==> src/rtl/column_accumulator.sv <==
// column_accumulator: sums R rows of C signed-magnitude products column-wise into C results.
// Build macro ACC_SATURATE_EN clamps overflowing columns; when undefined they wrap.
`ifndef N
`define N 16
`endif
`ifndef F
`define F 8
`endif

module column_accumulator #(
    parameter int unsigned R = 3,
    parameter int unsigned C = 4
) (
    input  logic            clk,
    input  logic            rst_n,
    input  logic            s_valid,
    output logic            s_ready,
    input  logic [C*`N-1:0] s_row,
    output logic            m_valid,
    input  logic            m_ready,
    output logic [C*`N-1:0] m_sum,
    output logic [C-1:0]    m_ovf
);

    localparam int unsigned NW = `N;
    localparam int unsigned AW = NW + $clog2(R) + 1;
    localparam int unsigned CW = (R > 1) ? $clog2(R) : 1;
    localparam logic [CW-1:0] LastRow = CW'(R - 1);

    typedef enum logic {
        StAcc,
        StDone
    } state_e;

    state_e          state_q, state_d;
    logic [CW-1:0]   cnt_q, cnt_d;
    logic [C*AW-1:0] acc_q, acc_d;
    logic [C*NW-1:0] sum_q, sum_d;
    logic [C-1:0]    ovf_q, ovf_d;

    logic [C*AW-1:0] acc_add;
    logic [C*NW-1:0] sum_new;
    logic [C-1:0]    ovf_new;
    logic            accept;
    logic            last_row;

    // Signed magnitude to two's complement; -0 maps to 0.
    function automatic logic [AW-1:0] sm_to_tc(input logic [NW-1:0] x);
        logic [AW-1:0] mag;
        mag = {{(AW - NW + 1){1'b0}}, x[NW-2:0]};
        return x[NW-1] ? (~mag + AW'(1)) : mag;
    endfunction

    // Returns {overflow, signed-magnitude result}; a zero magnitude always yields +0.
    function automatic logic [NW:0] tc_to_sm(input logic [AW-1:0] a);
        logic [AW-1:0] abs_v;
        logic          ovf;
        logic [NW-2:0] mag;
        abs_v = a[AW-1] ? (~a + AW'(1)) : a;
        ovf   = |abs_v[AW-1:NW-1];
`ifdef ACC_SATURATE_EN
        mag   = ovf ? {(NW - 1){1'b1}} : abs_v[NW-2:0];
`else
        mag   = abs_v[NW-2:0];
`endif
        return {ovf, a[AW-1] && (mag != '0), mag};
    endfunction

    assign s_ready  = (state_q == StAcc);
    assign m_valid  = (state_q == StDone);
    assign accept   = s_valid && s_ready;
    assign last_row = (cnt_q == LastRow);
    assign m_sum    = sum_q;
    assign m_ovf    = ovf_q;

    // Per-column add of the incoming row and conversion of that candidate total.
    always_comb begin
        acc_add = '0;
        sum_new = '0;
        ovf_new = '0;
        for (int unsigned j = 0; j < C; j++) begin
            acc_add[j*AW +: AW] = acc_q[j*AW +: AW] + sm_to_tc(s_row[j*NW +: NW]);
            {ovf_new[j], sum_new[j*NW +: NW]} = tc_to_sm(acc_add[j*AW +: AW]);
        end
    end

    always_comb begin
        state_d = state_q;
        cnt_d   = cnt_q;
        acc_d   = acc_q;
        sum_d   = sum_q;
        ovf_d   = ovf_q;
        unique case (state_q)
            StAcc: begin
                if (accept) begin
                    acc_d = acc_add;
                    if (last_row) begin
                        cnt_d   = '0;
                        sum_d   = sum_new;
                        ovf_d   = ovf_new;
                        state_d = StDone;
                    end else begin
                        cnt_d = cnt_q + CW'(1);
                    end
                end
            end
            StDone: begin
                if (m_ready) begin
                    acc_d   = '0;
                    state_d = StAcc;
                end
            end
            default: state_d = StAcc;
        endcase
    end

    always_ff @(posedge clk) begin
        if (!rst_n) begin
            state_q <= StAcc;
            cnt_q   <= '0;
            acc_q   <= '0;
            sum_q   <= '0;
            ovf_q   <= '0;
        end else begin
            state_q <= state_d;
            cnt_q   <= cnt_d;
            acc_q   <= acc_d;
            sum_q   <= sum_d;
            ovf_q   <= ovf_d;
        end
    end

endmodule

==> config.mk <==
export PLATFORM = sky130hd
export DESIGN_NAME = column_accumulator
export DESIGN_NICKNAME = d
export VERILOG_FILES = /design/src/rtl/column_accumulator.sv
export SDC_FILE = /design/constraint.sdc
export NUM_CORES = 1
export LEC_CHECK = 0
export CORE_MARGIN = 2
export CORE_UTILIZATION = 45
export CTS_CLUSTER_DIAMETER = 200
export CTS_CLUSTER_SIZE = 14
export DETAILED_ROUTE_END_ITERATION = 8
export GPL_TIMING_DRIVEN = 0
export MAX_ROUTING_LAYER = met4
export PLACE_DENSITY = 0.73
export SLEW_MARGIN = 20
export SYNTH_ARGS = -nofsm -noshare
export SYNTH_HDL_FRONTEND = slang
export SYNTH_SLANG_ARGS = --single-unit
==> constraint.sdc <==
create_clock -name clk -period 7.1 [get_ports clk]
set_clock_uncertainty 0.15 [all_clocks]
set_input_delay 1.065 -clock clk [delete_from_list [all_inputs] [get_ports clk]]
set_output_delay 1.065 -clock clk [all_outputs]
set_load 0.02 [all_outputs]
==> flow_summary.rst <==
.. list-table::
   :header-rows: 1

   * - Metric
     - Value
   * - Fill count
     - 2520
   * - Most area-hungry cell type in the Yosys netlist
     - sky130_fd_sc_hd__dfxtp_1
   * - Number of nets produced by synthesis
     - 1786
   * - Part of the power in registers
     - 24.3%
   * - Classification of the worst setup path
     - in -> reg
   * - Number of design rule violations left after detail routing
     - 0
   * - Ratio of cells with drive above 1 in the final layout
     - 3.68%
   * - Final setup vio count
     - 0
   * - Fin area
     - 14800 um^2
   * - Tightest hold margin
     - 0.305 ns
   * - Combinational power share
     - 51.7%
   * - Post-route core utilization
     - 54.8%
   * - Count of synthesis-stage warnings from yosys
     - 0
   * - Site row count
     - 60
   * - Setup repair after global routing missed its margin
     - no
   * - Setup TNS
     - 0 ns
   * - Pin count of the biggest net entering global routing
     - 17
   * - Register bit count reported by yosys
     - 147
   * - Chip height
     - 170 um
   * - Top cells by count, synth
     - sky130_fd_sc_hd__nor2_1 (223), sky130_fd_sc_hd__dfxtp_1 (147), sky130_fd_sc_hd__nand2_1 (122)
   * - Final min period
     - 6.07 ns
   * - Initial core utilization
     - 45.8%
   * - Net load switching power
     - 1.72 mW
   * - Worst-skew pair later-pin latency
     - 0.43 ns
   * - Total detailed-routing wirelength
     - 38.6 mm
   * - H-tree level count
     - 4
   * - Clock slew at reported path FFs
     - 0.06 ns
   * - Maximum fanout along the worst path
     - 6
   * - Design Power
     - 4.03 mW
   * - Synthesis-to-finish area growth
     - 19.5%
   * - Die width
     - 170 um
   * - Final Max Tran Viols
     - 0
   * - Number of CTS-inserted buffers
     - 17
   * - Destination of the worst hold path
     - m_sum[28]$_SDFFE_PN0P_
   * - Max transition margin
     - 33.4%
   * - Clock sinks
     - 147
   * - Capturing point of the worst reg2reg path
     - m_sum[31]$_SDFFE_PN0P_
   * - Die area
     - 28800 um^2
   * - Buffers from clock root to sink, at most
     - 2
   * - Share of the yosys chip area belonging to registers
     - 23.8%
   * - Critical path startpoint
     - s_row[53]
   * - Yosys top cell area share
     - 23.8%
   * - Min setup slack post-route
     - 1.03 ns
   * - Number of buffers inserted by port buffering
     - 135
   * - Pre-CTS setup slack
     - 0.619 ns
   * - Ports placed on the boundary
     - 138
   * - Overall overflow remaining after global route
     - 0
   * - Post-CTS setup-driven buffer insertion count
     - 0
   * - Switching power share of the total
     - 42.7%
   * - Global-route usage over all layers
     - 27.5%
   * - Cell count after placement
     - 2103
   * - Post-route fraction of the period consumed by the critical path
     - 85.5%
   * - Top FF cell, synth
     - sky130_fd_sc_hd__dfxtp_1
   * - Worst VDD drop
     - 0.000169 V
   * - Run status
     - finished clean
   * - Cell internal pwr
     - 2.30 mW
   * - Final routed wire length divided by cell count
     - 18.1 um
   * - Worst slew pin tran
     - 0.983 ns
   * - Wire length of the first global-routing pass
     - 62.0 mm
   * - Post-synth ARST share
     - 0%
   * - Number of global-route vias before repair
     - 12100
   * - Cells on worst reg2reg path
     - 13
   * - Unique cell type count in the Yosys netlist
     - 89
   * - Count of TritonRoute iterations in the first routing pass
     - 6
   * - Routed vias
     - 12900
   * - # diodes
     - 0
   * - Footprint of the multi-input gates
     - 8920 um^2
   * - Clock tree root driver cell
     - sky130_fd_sc_hd__clkbuf_16
   * - Class of the tightest hold or removal check
     - reg -> reg
   * - Reg-to-Reg Start
     - acc_q[19]$_SDFFE_PN0P_
   * - Cells resized by post-CTS repair
     - 0
   * - Syn Inst Count
     - 1627
   * - Standard cell core area
     - 27000 um^2
   * - Post-CTS Hold Fix Bufs
     - 0
   * - Signal arrival time at the worst endpoint
     - 6.22 ns
   * - Fmax
     - 165 MHz
   * - Number of nets still failing antenna checks after routing
     - 0
   * - CTS tree
     - done
   * - Main area contributors after synthesis
     - sky130_fd_sc_hd__dfxtp_1 (24%), sky130_fd_sc_hd__ha_1 (8.8%), sky130_fd_sc_hd__xnor2_1 (7.3%)
   * - Number of max-capacitance violations reported
     - 0
   * - Total power divided by cell area
     - 273 nW/um^2
   * - Via density
     - 6.05
   * - WHS Path Cells
     - 2
   * - Number of nets in the finished design
     - 1940
   * - Number of hold-slack violations in the final timing report
     - 0
   * - Startpoint types
     - primary input
   * - Endpoint required time on the critical path
     - 7.25 ns
   * - Final cell count without fillers
     - 2135
   * - DR iter-0 viols
     - 969
   * - Leakage component of the power
     - 5.64 nW
   * - Number of enable flip-flop cells after synthesis
     - 0
   * - Critical Path Sink Type
     - flop
   * - Initial antenna violation count
     - 0
   * - Source of the worst hold timing path
     - m_sum[28]$_SDFFE_PN0P_
   * - Relative contribution of the clock network to total power
     - 24.1%
   * - Area used by sequential logic in the layout
     - 2940 um^2
   * - Post-detailed-placement cell area
     - 14100 um^2
   * - Average instance area after synthesis
     - 7.59 um^2
   * - HPWL after DPL
     - 30.1 mm
   * - Netlist area before placement
     - 12400 um^2
   * - Register-to-register setup slack
     - 2.66 ns
   * - Weighted congestion reported at the end of routability-driven placement
     - 0.915
   * - Cell with the most instances after synthesis
     - sky130_fd_sc_hd__nor2_1
-- power groups by stage --
stage	Combinational [mW]	Sequential [mW]	Clock (mW)
floorplan	1.53	0.984	0
global placement	1.99	0.991	0
detailed placement	2.03	0.993	0
CTS	2.05	0.975	0.973
global route	2.30	0.985	1.01
finish	2.08	0.976	0.970
-- state kept, by name (all words and copies together), names as in the netlist --
signal / flops
m_sum: 64
cnt_q: 2
m_ovf: 4
m_valid: 1
acc_q: 76
-- cell families after synthesis --
kind of cell	share of synthesized area [%]
multiplexers	0.344
adder cells (fa/ha/maj)	9.46
XOR/XNOR	10.6
AO/OA/AOI/OAI	28.2
buffers and inverters	3.97
flip-flops	23.8
AND/OR/NAND/NOR	23.6
-- critical path, stage by stage --
cell	delay, ns
sky130_fd_sc_hd__clkdlybuf4s50_1	0.45
sky130_fd_sc_hd__or4_1	0.59
sky130_fd_sc_hd__or3_1	0.38
sky130_fd_sc_hd__o21ai_0	0.21
sky130_fd_sc_hd__xnor2_1	0.09
sky130_fd_sc_hd__ha_1	0.36
sky130_fd_sc_hd__nand4_1	0.25
sky130_fd_sc_hd__nor4_1	0.59
sky130_fd_sc_hd__nor3_1	0.15
sky130_fd_sc_hd__nor3_1	0.49
sky130_fd_sc_hd__nand2_1	0.24
sky130_fd_sc_hd__or4_1	0.62
sky130_fd_sc_hd__nand2_1	0.11
sky130_fd_sc_hd__xor2_1	0.23
sky130_fd_sc_hd__nor4b_1	0.27
sky130_fd_sc_hd__a31oi_1	0.12
-- layout make-up --
type                            instances  area share (%)
Clock inverter                         12            1.22
Buffer                                 75            1.95
Clock buffer                           20            3.03
Timing Repair Buffer                  135            9.16
Multi-Input combinational cell       1351            60.4
Sequential cell                       147            19.9
Tap cell                              341            2.89
Inverter                               54            1.37
-- layer usage --
layer | wire length [um] | up-vias | GRT usage [%]
li1 | - | 6334 | -
met1 | 17500 | 6125 | 35.2
met2 | 17900 | 389 | 44.5
met3 | 1870 | 73 | 3.01
met4 | 1320 | 0 | 10.6
met5 | 0 | - | -
-- placed cells by master (no fill, tap or decap), types with 53 or more instances in the layout --
| cell type | instances |
|---|---|
| sky130_fd_sc_hd__a21oi_1 | 109 |
| sky130_fd_sc_hd__a22oi_1 | 62 |
| sky130_fd_sc_hd__clkbuf_1 | 64 |
| sky130_fd_sc_hd__clkdlybuf4s50_1 | 135 |
| sky130_fd_sc_hd__dfxtp_1 | 147 |
| sky130_fd_sc_hd__ha_1 | 87 |
| sky130_fd_sc_hd__inv_1 | 53 |
| sky130_fd_sc_hd__nand2_1 | 122 |
| sky130_fd_sc_hd__nor2_1 | 223 |
| sky130_fd_sc_hd__o21ai_0 | 88 |
| sky130_fd_sc_hd__xnor2_1 | 103 |
-- worst max path at each step --
stage / end / slack, ns
floorplan: m_sum[63]$_SDFFE_PN0P_ / 1.85
CTS: m_sum[41]$_SDFFE_PN0P_ / 1.05
global placement: m_sum[41]$_SDFFE_PN0P_ / 0.69
finish: m_sum[63]$_SDFFE_PN0P_ / 1.03
global route: m_sum[63]$_SDFFE_PN0P_ / 0.58
detailed placement: m_sum[41]$_SDFFE_PN0P_ / 0.62
No activity file was read; power rests on OpenSTA's default activity.
